--- config.mk ---
export PLATFORM = sky130hd
export DESIGN_NAME = int_cntrl_block
export DESIGN_NICKNAME = d
export VERILOG_FILES = /design/src/rtl/int_cntrl_block_pkg.sv /design/src/rtl/int_cntrl_block_prio_enc.sv /design/src/rtl/int_cntrl_block.sv
export SDC_FILE = /design/constraint.sdc
export NUM_CORES = 1
export LEC_CHECK = 0
export CAP_MARGIN = 20
export CORE_ASPECT_RATIO = 1.75
export CORE_MARGIN = 2
export CORE_UTILIZATION = 30
export DETAILED_ROUTE_END_ITERATION = 10
export PLACE_DENSITY = 0.47
export SYNTH_ARGS = -nofsm -noshare
export SYNTH_HDL_FRONTEND = slang
export SYNTH_SLANG_ARGS = --single-unit
--- constraint.sdc ---
create_clock -name clk -period 4.2 [get_ports clk]
set_input_delay 1.26 -clock clk [delete_from_list [all_inputs] [get_ports clk]]
set_output_delay 1.26 -clock clk [all_outputs]
set_load 0.01 [all_outputs]
--- src/rtl/int_cntrl_block_pkg.sv ---
// Shared definitions for the interrupt controller: register offsets,
// reset vector values and the CPU-side register request bundle.
package int_cntrl_block_pkg;

  localparam int NUM_SRC_DEF = 4;
  localparam int WIN_WORDS   = 8;

  // Word offsets from BASE_ADDR
  localparam logic [2:0] OFF_CTRL = 3'd0;
  localparam logic [2:0] OFF_PEND = 3'd1;
  localparam logic [2:0] OFF_ISR  = 3'd2;
  localparam logic [2:0] OFF_VEC0 = 3'd4;

  localparam logic [15:0] VEC_RST_BASE = 16'h0010;
  localparam logic [15:0] VEC_RST_STEP = 16'h0004;

  typedef struct packed {
    logic        we;
    logic [15:0] addr;
    logic [15:0] wdata;
  } mm_req_t;

  // Reset value of the ISR vector for source n
  function automatic logic [15:0] vec_rst(input int n);
    return VEC_RST_BASE + VEC_RST_STEP * 16'(n);
  endfunction

endpackage

--- src/rtl/int_cntrl_block_prio_enc.sv ---
// Fixed-priority encoder: lowest set request index wins.
module int_prio_enc #(
  parameter int N  = 4,
  parameter int IW = (N > 1) ? $clog2(N) : 1
) (
  input  logic [N-1:0]  req,
  output logic [N-1:0]  grant,
  output logic [IW-1:0] idx,
  output logic          any
);

  // Scan high to low so the last hit (lowest index) is the one that sticks
  always_comb begin
    grant = '0;
    idx   = '0;
    any   = |req;
    for (int i = N - 1; i >= 0; i--) begin
      if (req[i]) begin
        grant    = '0;
        grant[i] = 1'b1;
        idx      = IW'(i);
      end
    end
  end

endmodule

--- src/rtl/int_cntrl_block.sv ---
// Interrupt controller: edge-detects the request lines into PEND, dispatches
// one enabled source at a time (no nesting) to the CPU with its ISR vector,
// and exposes CTRL/PEND/ISR/VEC registers through a memory-mapped window.
// rst_n is active-high despite the name.
module int_cntrl_block
  import int_cntrl_block_pkg::*;
#(
  parameter logic [15:0] BASE_ADDR = 16'hC000,
  parameter int          NUM_SRC   = NUM_SRC_DEF  // register map fits at most 4
) (
  input  logic               clk,
  input  logic               rst_n,
  input  logic [NUM_SRC-1:0] int_src,
  input  logic               stall_IM_ID,
  input  logic [15:0]        mm_addr,
  input  logic               mm_we,
  input  logic [15:0]        mm_wdata,
  output logic [15:0]        mm_rdata,
  output logic               int_occurred,
  output logic [15:0]        int_vec
);

  localparam int IW = (NUM_SRC > 1) ? $clog2(NUM_SRC) : 1;

  mm_req_t req;
  assign req = '{we: mm_we, addr: mm_addr, wdata: mm_wdata};

  logic [15:0] off_full;
  logic        in_win;
  logic [2:0]  off;

  assign off_full = req.addr - BASE_ADDR;
  assign in_win   = off_full < 16'(WIN_WORDS);
  assign off      = off_full[2:0];

  logic               wr_ctrl, wr_pend, wr_eoi;
  logic [NUM_SRC-1:0] wr_vec;

  assign wr_ctrl = req.we & in_win & (off == OFF_CTRL);
  assign wr_pend = req.we & in_win & (off == OFF_PEND);
  assign wr_eoi  = req.we & in_win & (off == OFF_ISR);

  // State
  logic [NUM_SRC-1:0]       src_s, src_d;   // sampled request, and one cycle older
  logic                     gie;
  logic [NUM_SRC-1:0]       ien, pend, isr;
  logic                     busy;
  logic [NUM_SRC-1:0][15:0] vec;

  // Per-source vector registers
  for (genvar g = 0; g < NUM_SRC; g++) begin : g_vec
    assign wr_vec[g] = req.we & in_win & (off == OFF_VEC0 + 3'(g));

    // Software-loadable ISR address, reset to its default slot
    always_ff @(posedge clk or posedge rst_n) begin
      if (rst_n)          vec[g] <= vec_rst(g);
      else if (wr_vec[g]) vec[g] <= req.wdata;
    end
  end

  // Dispatch selection
  logic [NUM_SRC-1:0] cand, grant, rise;
  logic [IW-1:0]      gidx;
  logic               any, disp;

  assign cand = pend & ien;
  assign rise = src_s & ~src_d;

  int_prio_enc #(.N(NUM_SRC), .IW(IW)) u_prio (
    .req   (cand),
    .grant (grant),
    .idx   (gidx),
    .any   (any)
  );

  // An EOI write in the same cycle defers dispatch by one cycle
  assign disp = gie & ~busy & ~stall_IM_ID & any & ~wr_eoi;

  // Edge detect, pending/in-service bookkeeping and registered dispatch outputs
  always_ff @(posedge clk or posedge rst_n) begin
    if (rst_n) begin
      src_s        <= '0;
      src_d        <= '0;
      gie          <= 1'b0;
      ien          <= '0;
      pend         <= '0;
      isr          <= '0;
      busy         <= 1'b0;
      int_occurred <= 1'b0;
      int_vec      <= '0;
    end else begin
      src_s <= int_src;
      src_d <= src_s;
      // New edges are OR-ed in last so a hardware set beats any clear
      pend  <= (pend & ~(wr_pend ? req.wdata[NUM_SRC-1:0] : '0)
                     & ~(disp ? grant : '0)) | rise;
      if (wr_ctrl) begin
        gie <= req.wdata[15];
        ien <= req.wdata[NUM_SRC-1:0];
      end
      int_occurred <= disp;
      if (disp) begin
        int_vec <= vec[gidx];
        isr     <= grant;
        busy    <= 1'b1;
      end else if (wr_eoi) begin
        isr  <= '0;
        busy <= 1'b0;
      end
    end
  end

  // Register window read mux; offset 3 and unused VEC slots read zero
  always_comb begin
    mm_rdata = '0;
    if (in_win) begin
      case (off)
        OFF_CTRL: mm_rdata = {gie, 15'(ien)};
        OFF_PEND: mm_rdata = 16'(pend);
        OFF_ISR:  mm_rdata = {busy, 15'(isr)};
        default:  if (off[2] && (int'(off[1:0]) < NUM_SRC)) mm_rdata = vec[off[1:0]];
      endcase
    end
  end

endmodule

# ---- Word-level counts from Yosys, hierarchy flattened
# Cells that the tools add are included.
dict set report word_totals {
  regBits 103
  output_inout_bits 33
  elab_cells 70
}
dict set report classes {
  addsub 1
  order_cmp 3
  eq_ne 6
  muxes 21
  bitwise_logic 23
  reduce_logical 3
}
# operator count
set ops {}
lappend ops {{$bmux W16 S2} 2}
lappend ops {{$mux W16} 4}
lappend ops {{$pmux W16 S3} 1}
lappend ops {{$mux W4} 8}
lappend ops {{$and A4 B4 Y4} 4}
lappend ops {{$lt A16 B4 Y1 const B} 1}
lappend ops {{$sub A16 B16 Y16 const B} 1}
lappend ops {{$and A1 B1 Y1} 12}
lappend ops {{$eq A3 B3 Y1 const B} 4}
lappend ops {{$not A4 Y4} 3}
lappend ops {{$mux W2} 4}
lappend ops {{$lt A2 B3 Y1 const B} 2}
lappend ops {{$or A4 B4 Y4} 1}
lappend ops {{$reduce_or A4 Y1} 1}
lappend ops {{$eq A3 B1 Y1 const B} 1}
lappend ops {{$eq A3 B2 Y1 const B} 1}
lappend ops {{$logic_not A3 Y1} 1}
lappend ops {{$not A1 Y1} 3}
lappend ops {{$mux W1} 2}
lappend ops {{$reduce_bool A2 Y1} 1}

# ---- Longest topological paths before layout
# Gate-level depths: netlist of the first run.
dict set report logic_depth {
  depth_word 10
  mapped_depth 7
  depth_no_buf 6
}

# ---- Hierarchy
# From an unflattened synthesis of the first run, not the netlist that was laid out.
dict set report hier_totals {
  hier_cells 342
  hier_area_um2 5069.9
}
# module n_inst cells_per_inst area_each_um2
set modules_own_cells {}
lappend modules_own_cells {int_cntrl_block 1 332 5011.1}
lappend modules_own_cells {int_prio_enc 1 10 58.8}

# ---- Worst setup path after synthesis of the first run
# Ideal clock, no wire load.
dict set report synth_timing {
  path_kind {input-to-output}
  from {in mm_addr[1]}
  to {out mm_rdata[0]}
  arrival_ns 2.477
  required_time_ns 2.940
  path_slack_ns 0.463
  stages 6
  path_cell_list {buf_2 -> buf_1 -> mux4_2 -> nand2_1 -> o21ai_0 -> and2_1}
}
dict set report synth_via {
  elab_chain_len 6
  word_cells_on_any_way 10
  cone_classes {add/sub (1); order compare (1); eq/ne (2); mux (5); reduce/logical (1)}
}
# item line
set synth_rtl {}
lappend synth_rtl {{start, declared} int_cntrl_block.sv:15} ;# input logic [15:0] mm_addr,
lappend synth_rtl {{$sub A16 B16 Y16 *} int_cntrl_block.sv:32} ;# assign off_full = req.addr - BASE_ADDR;
lappend synth_rtl {{parallel branches: the longest is 4 deep, another holds $lt A16 B4 Y1} -}
lappend synth_rtl {{$mux W16 *} int_cntrl_block.sv:116} ;# if (in_win) begin
lappend synth_rtl {{end, declared} int_cntrl_block.sv:18} ;# output logic [15:0] mm_rdata,
# Every way passes the cells marked *. The select of a mux whose other input is x is not followed.

# ---- Worst setup path in the final report of the first run
dict set report layout_timing {
  from {in mm_addr[13]}
  to {out mm_rdata[4]}
}
dict set report layout_via {
  elab_chain_len 3
}
# item line
set layout_rtl {}
lappend layout_rtl {{$sub A16 B16 Y16} int_cntrl_block.sv:32}
lappend layout_rtl {{$lt A16 B4 Y1} int_cntrl_block.sv:33} ;# assign in_win = off_full < 16'(WIN_WORDS);
lappend layout_rtl {{$mux W16} int_cntrl_block.sv:116}
# Every way passes these cells.

==> results of run 1 <==
## what timing repair did
action,CTS,global route
resized for setup,19,1
gates cloned,1,0
buffers inserted,1,0
pin swaps,1,0
setup endpoints to repair,16,9
hold buffers,0,0
## worst reg2reg max path, cell delays in order (launching register included)
cell,delay [ps]
dfrtp_1,420
nand2_1,480
a32oi_2,350
nor2_1,650
o31ai_1,180
o31ai_1,220
## flip-flops by register name, indices dropped and copies added, names as in the netlist
signal,flops
pend,4
int_occurred,1
src_d,4
vec,64
busy,1
isr,4
int_vec,16
ien,4
gie,1
src_s,4
## placed cells by master, fill, tap and decap left out, drive strengths merged, types with 5 or more instances in the layout
master	instances
dfrtp	95
mux2	75
clkdlybuf4s50	54
nor2	28
buf	26
nand2	24
o31ai	17
dlygate4sd2	17
mux4	16
a211oi	13
and3	13
inv	11
a21oi	10
o22ai	10
clkbuf	10
dfstp	8
nor3b	8
or3	7
mux2i	5
nor3	5
nand3	5
## kinds of logic (layout without fill, tap and decap cells)
logic type      count (synthesis)  in the layout  synth area share
mux                            96             96             0.247
buf+inv                        31            120            0.0308
flops                         103            103             0.510
simple gates                  107            107             0.116
compound gates                 67             67            0.0959
## power by group
part	switching, mW	total, mW	internal (mW)
sequential	0.00170	0.997	0.995
combinational	0.0607	0.116	0.0555
clock	0.396	0.884	0.488
total	0.458	2.00	1.54
## path summary, 6_finish.rpt
kind                             start           to  slack (ps)  cells after the start
max reg2reg                    pend[2]  int_vec[10]        1800                      5
max in group asynchronous        rst_n      vec[36]        2160                      3
min in group asynchronous        rst_n      vec[28]        1250                      2
max                        mm_addr[13]  mm_rdata[4]          60                      6
min                           src_s[0]     src_d[0]         380                      0
min reg2reg                   src_s[0]     src_d[0]         380                      0
## per-stage QoR
stage | power, mW | hold slack (ps) | std cells | TNS (ps) | setup WS [ps]
floorplan | 1.06 | 354 | 404 | 0 | 249
global placement | 1.13 | 362 | 699 | -2620 | -309
detailed placement | 1.13 | 363 | 699 | -2910 | -306
CTS | 2.03 | 373 | 717 | 0 | 74.1
global route | 2.07 | 389 | 717 | 0 | 13.6
finish | 2.00 | 379 | 717 | 0 | 56.9
## layout make-up
class,instances,area (sq um),area share
Inverter,7,28.8,0.00444
Clock inverter,6,72.6,0.0112
Sequential cell,103,2590,0.399
Tap cell,224,280,0.0433
Multi-Input combinational cell,270,2340,0.361
Clock buffer,10,239,0.0369
Timing Repair Buffer,97,933,0.144
## metal layers
metal  vias up  routed length [um]  share of wire  global-route usage
met5         -                   0              0                   0
met4         0                 477          0.033              0.0728
met3        28                 390          0.027              0.0174
met2       101                8060           0.55               0.311
met1      1904                5710           0.39               0.202
li1       1675                   -              -                   -
==> out/metrics.cfg, run 1 <==
[clocking]
clk_path_buf_depth=2
cts.htree.levels=3
clkTransAtPathRegs_ps=80
cts_root_buf=clkbuf_16
clock-sinks=103
cts_tree=done
numCtsBuffers=9
clk_latency_ps=350

[global_route]
grt_pass1_wl_um=22900
grt_pass1_vias=3981
gr-total-overflow=0
antenna_found_initial=0
globalRouteTotalUtil=0.172
grt_max_degree=47

[timing]
skew_ps=10.9
fmax_mhz=241
min_period_ps=4140
setup_violations=0
slew_headroom=0.330
slew_violations=0
hold_viol=0
post-route-period-util=0.986
worstMarginPinSlew_ps=1010
rsz0062_at_grt=no

[setup_path]
critPathBufInv=3
cp_slowest_cell=clkdlybuf4s50_1
crit_path_max_incr_delay_ps=440
worstPathRequired_ps=2940
startpoint_type=input pin
cp_top_family=buffers and inverters
critPathCaptureType=primary output
path_max_fanout=17
arrival_ps=2880
crit_type=in -> out
cp_cell_sequence=clkdlybuf4s50_1 > nor4_2 > and4b_2 > buf_12 > and3_1 > dlygate4sd2_1

[cells_and_area]
fin_area_sq_um=6480
fin_nets=528
final_layout_size_suffix_gt1_frac=0.316
nFillCells=1613
finish.utilization=0.392
diodes=0
area_growth_syn_to_layout_pct=27.7

[routing]
route.detailed.drc=0
totalWireLength_um=14600
vias=3708
firstDrtPassIters=5
via_per_inst=5.17
drt_iter0_drc=155
ant_nets=0
post_drt_wl_per_cell_um=20.4

[place]
placedInstanceArea_sq_um=6160
hpwl_um=10500
port_buffers=72
place_congestion=0.760

[pwr]
p_per_area_nw_per_um2=308
p_leak_nw=2.94
peakVddDrop_mv=0.180

[floorplanning]
coreArea_sq_um=16500
start_util=0.307
die_w_um=102
std_cell_rows=62
dieArea_sq_um=18000
die_h_um=176
ios=73

[logic_synthesis]
yosysSeqAreaShare=0.510
syn_inst=404
ys.flop_type=dfrtp_1
yosysTopAreaCell=dfrtp_1
synthTopCellsByCount=dfrtp_1, mux2_2, nor2_1
synth_cell_types=49
async_reset_ff_frac=1.00
synthTopCellsByArea=dfrtp_1, mux2_2, mux4_2, dfstp_2, o31ai_1
synth_area_sq_um=5070
synth_edf_count=0
syn_area_per_cell_sq_um=12.6
syn-num-nets=444
yosysTopAreaCellShare=0.469
synth-seq-cells=103
ys_warn_count=0
yosysMostFrequentCell=dfrtp_1

[status]
outcome=complete, no violations

[hold_path]
min_path_type=reg -> reg

[run]
cap_violations=0

Power figures use the tool's default switching activity.
==> run 2: changes to the inputs <==
--- a/config.mk
+++ b/config.mk
@@ -8,9 +8,9 @@
 export CAP_MARGIN = 20
 export CORE_ASPECT_RATIO = 1.75
 export CORE_MARGIN = 2
-export CORE_UTILIZATION = 30
+export CORE_UTILIZATION = 55
 export DETAILED_ROUTE_END_ITERATION = 10
-export PLACE_DENSITY = 0.47
+export PLACE_DENSITY = 0.79
 export SYNTH_ARGS = -nofsm -noshare
 export SYNTH_HDL_FRONTEND = slang
 export SYNTH_SLANG_ARGS = --single-unit
==> out/metrics.cfg, run 2 (synthesized netlist as in run 1, its figures left out) <==
[status]
outcome=complete, no violations

[hold_path]
min_path_type=reg -> reg

[global_route]
grt_pass1_wl_um=20800
gr-total-overflow=0
antenna_found_initial=0
grt_max_degree=85
globalRouteTotalUtil=0.273
grt_pass1_vias=3947

[timing]
fmax_mhz=244
slew_violations=0
whs_ps=374
min_period_ps=4110
skew_ps=5.90
finalWorstSetupSlack_ps=93.7
hold_viol=0
rsz0062_at_grt=no
setup_violations=0
slew_headroom=0.328
fin_setup_tns_ps=0
worstMarginPinSlew_ps=1010
post-route-period-util=0.978

[cells_and_area]
area_growth_syn_to_layout_pct=26.7
final_cells=620
reg.largest.list=vec: 64 flops, int_vec: 16 flops
nFillCells=643
final_layout_size_suffix_gt1_frac=0.340
final_cell_mix=dfrtp_1, mux2_2, clkdlybuf4s50_1
multi_input_area_sq_um=2350
diodes=0
fin_area_sq_um=6430
final_common_cell=dfrtp_1
top_register=vec
largest_reg_flops=64
seq_area_sq_um=2590
finish.utilization=0.712
fin_nets=535

[routing]
vias=3854
totalWireLength_um=13200
firstDrtPassIters=5
via_per_inst=6.22
ant_nets=0
route.detailed.drc=0
drt_iter0_drc=249
post_drt_wl_per_cell_um=21.2

[place]
place_congestion=0.871
port_buffers=72
placedInstanceArea_sq_um=6070
dpl.cell_count=599
dp_slack_ps=-342
hpwl_um=8930

[pwr]
peakVddDrop_mv=0.322
p_leak_nw=3.00
p_per_area_nw_per_um2=298
totalPowerFinal_mw=1.92

[setup_path]
timing.rr.end=int_vec[8]
arrival_ps=2850
cp_slowest_cell=clkdlybuf4s50_1
worstSetupStartpoint=mm_addr[3]
critPathCaptureType=primary output
crit_end=mm_rdata[7]
worstPathRequired_ps=2940
reg2reg_slack_ps=1820
crit_type=in -> out
ff2ff_path_depth=5
crit_path_max_incr_delay_ps=410
r2r-start=pend[0]
cp_cell_sequence=clkdlybuf4s50_1 > nor4_2 > and4b_2 > buf_12 > and3_1 > dlygate4sd2_1
startpoint_type=input pin
path_max_fanout=11

[floorplanning]
dieArea_sq_um=10000
coreArea_sq_um=9040
die_w_um=76.6
std_cell_rows=46
die_h_um=131
ios=73
start_util=0.561

[clocking]
clk_latency_ps=340
numCtsBuffers=9
clkTransAtPathRegs_ps=70
cts.htree.levels=3
clk_path_buf_depth=2
clock-sinks=103
cts_root_buf=clkbuf_16
cts_tree=done

[run]
cap_violations=0

run 2: cell count changes in the layout (fill, tap and decap cells not counted), moves of 2 or more:
cell,before,now
dlygate4sd2_1,17,11
inv_6,4,1
buf_4,19,25
buf_2,2,4
clkinv_2,0,3
clkdlybuf4s50_1,54,52
dlymetal6s2s_1,0,3
run 2: per-layer routing:
layer	global-route usage	wire [um]	up-vias
li1	-	-	1687
met1	0.312	4850	1943
met2	0.498	7270	195
met3	0.0438	725	29
met4	0.135	332	0
met5	0	0	-
run 2: worst min path at each step:
stage                     cells past startpoint     start       end  slack, ps
after floorplan                               0  src_s[2]  src_d[2]        350
after global placement                        0  src_s[2]  src_d[2]        360
after detailed placement                      0  src_s[2]  src_d[2]        360
after CTS                                     0  src_s[2]  src_d[2]        380
after global routing                          0  src_s[0]  src_d[0]        400
final                                         0  src_s[2]  src_d[2]        370
run 2: final cells by class:
class,count,share of cell area
clock buffers,11,0.0393
clock inverters,5,0.00486
inverters,7,0.00448
well taps,120,0.0234
repair buffers,104,0.160
flip-flops and latches,103,0.402
multi-input cells,270,0.365
run 2: critical path: cells and delay by family:
family                 cells  cell delay (ps)
buffers and inverters      3              840
and+or+nand+nor            3              740
run 2: repair_timing:
| item | CTS | global route |
|---|---|---|
| cloned | 2 | 0 |
| buffers inserted | 2 | 1 |
| gates resized for setup | 35 | 9 |
| hold buffers | 0 | 0 |
| endpoints found under the hold margin | 0 | 0 |
| pin swaps | 2 | 3 |
| endpoints found under the setup margin | 16 | 10 |
run 2: report_power, final:
| group | switching [mW] | internal (mW) | total [mW] | leakage [nW] |
|---|---|---|---|---|
| Clock | 0.360 | 0.433 | 0.793 | 0.142 |
| Combinational | 0.0612 | 0.0640 | 0.125 | 1.50 |
| Sequential | 0.00183 | 0.996 | 0.998 | 1.37 |
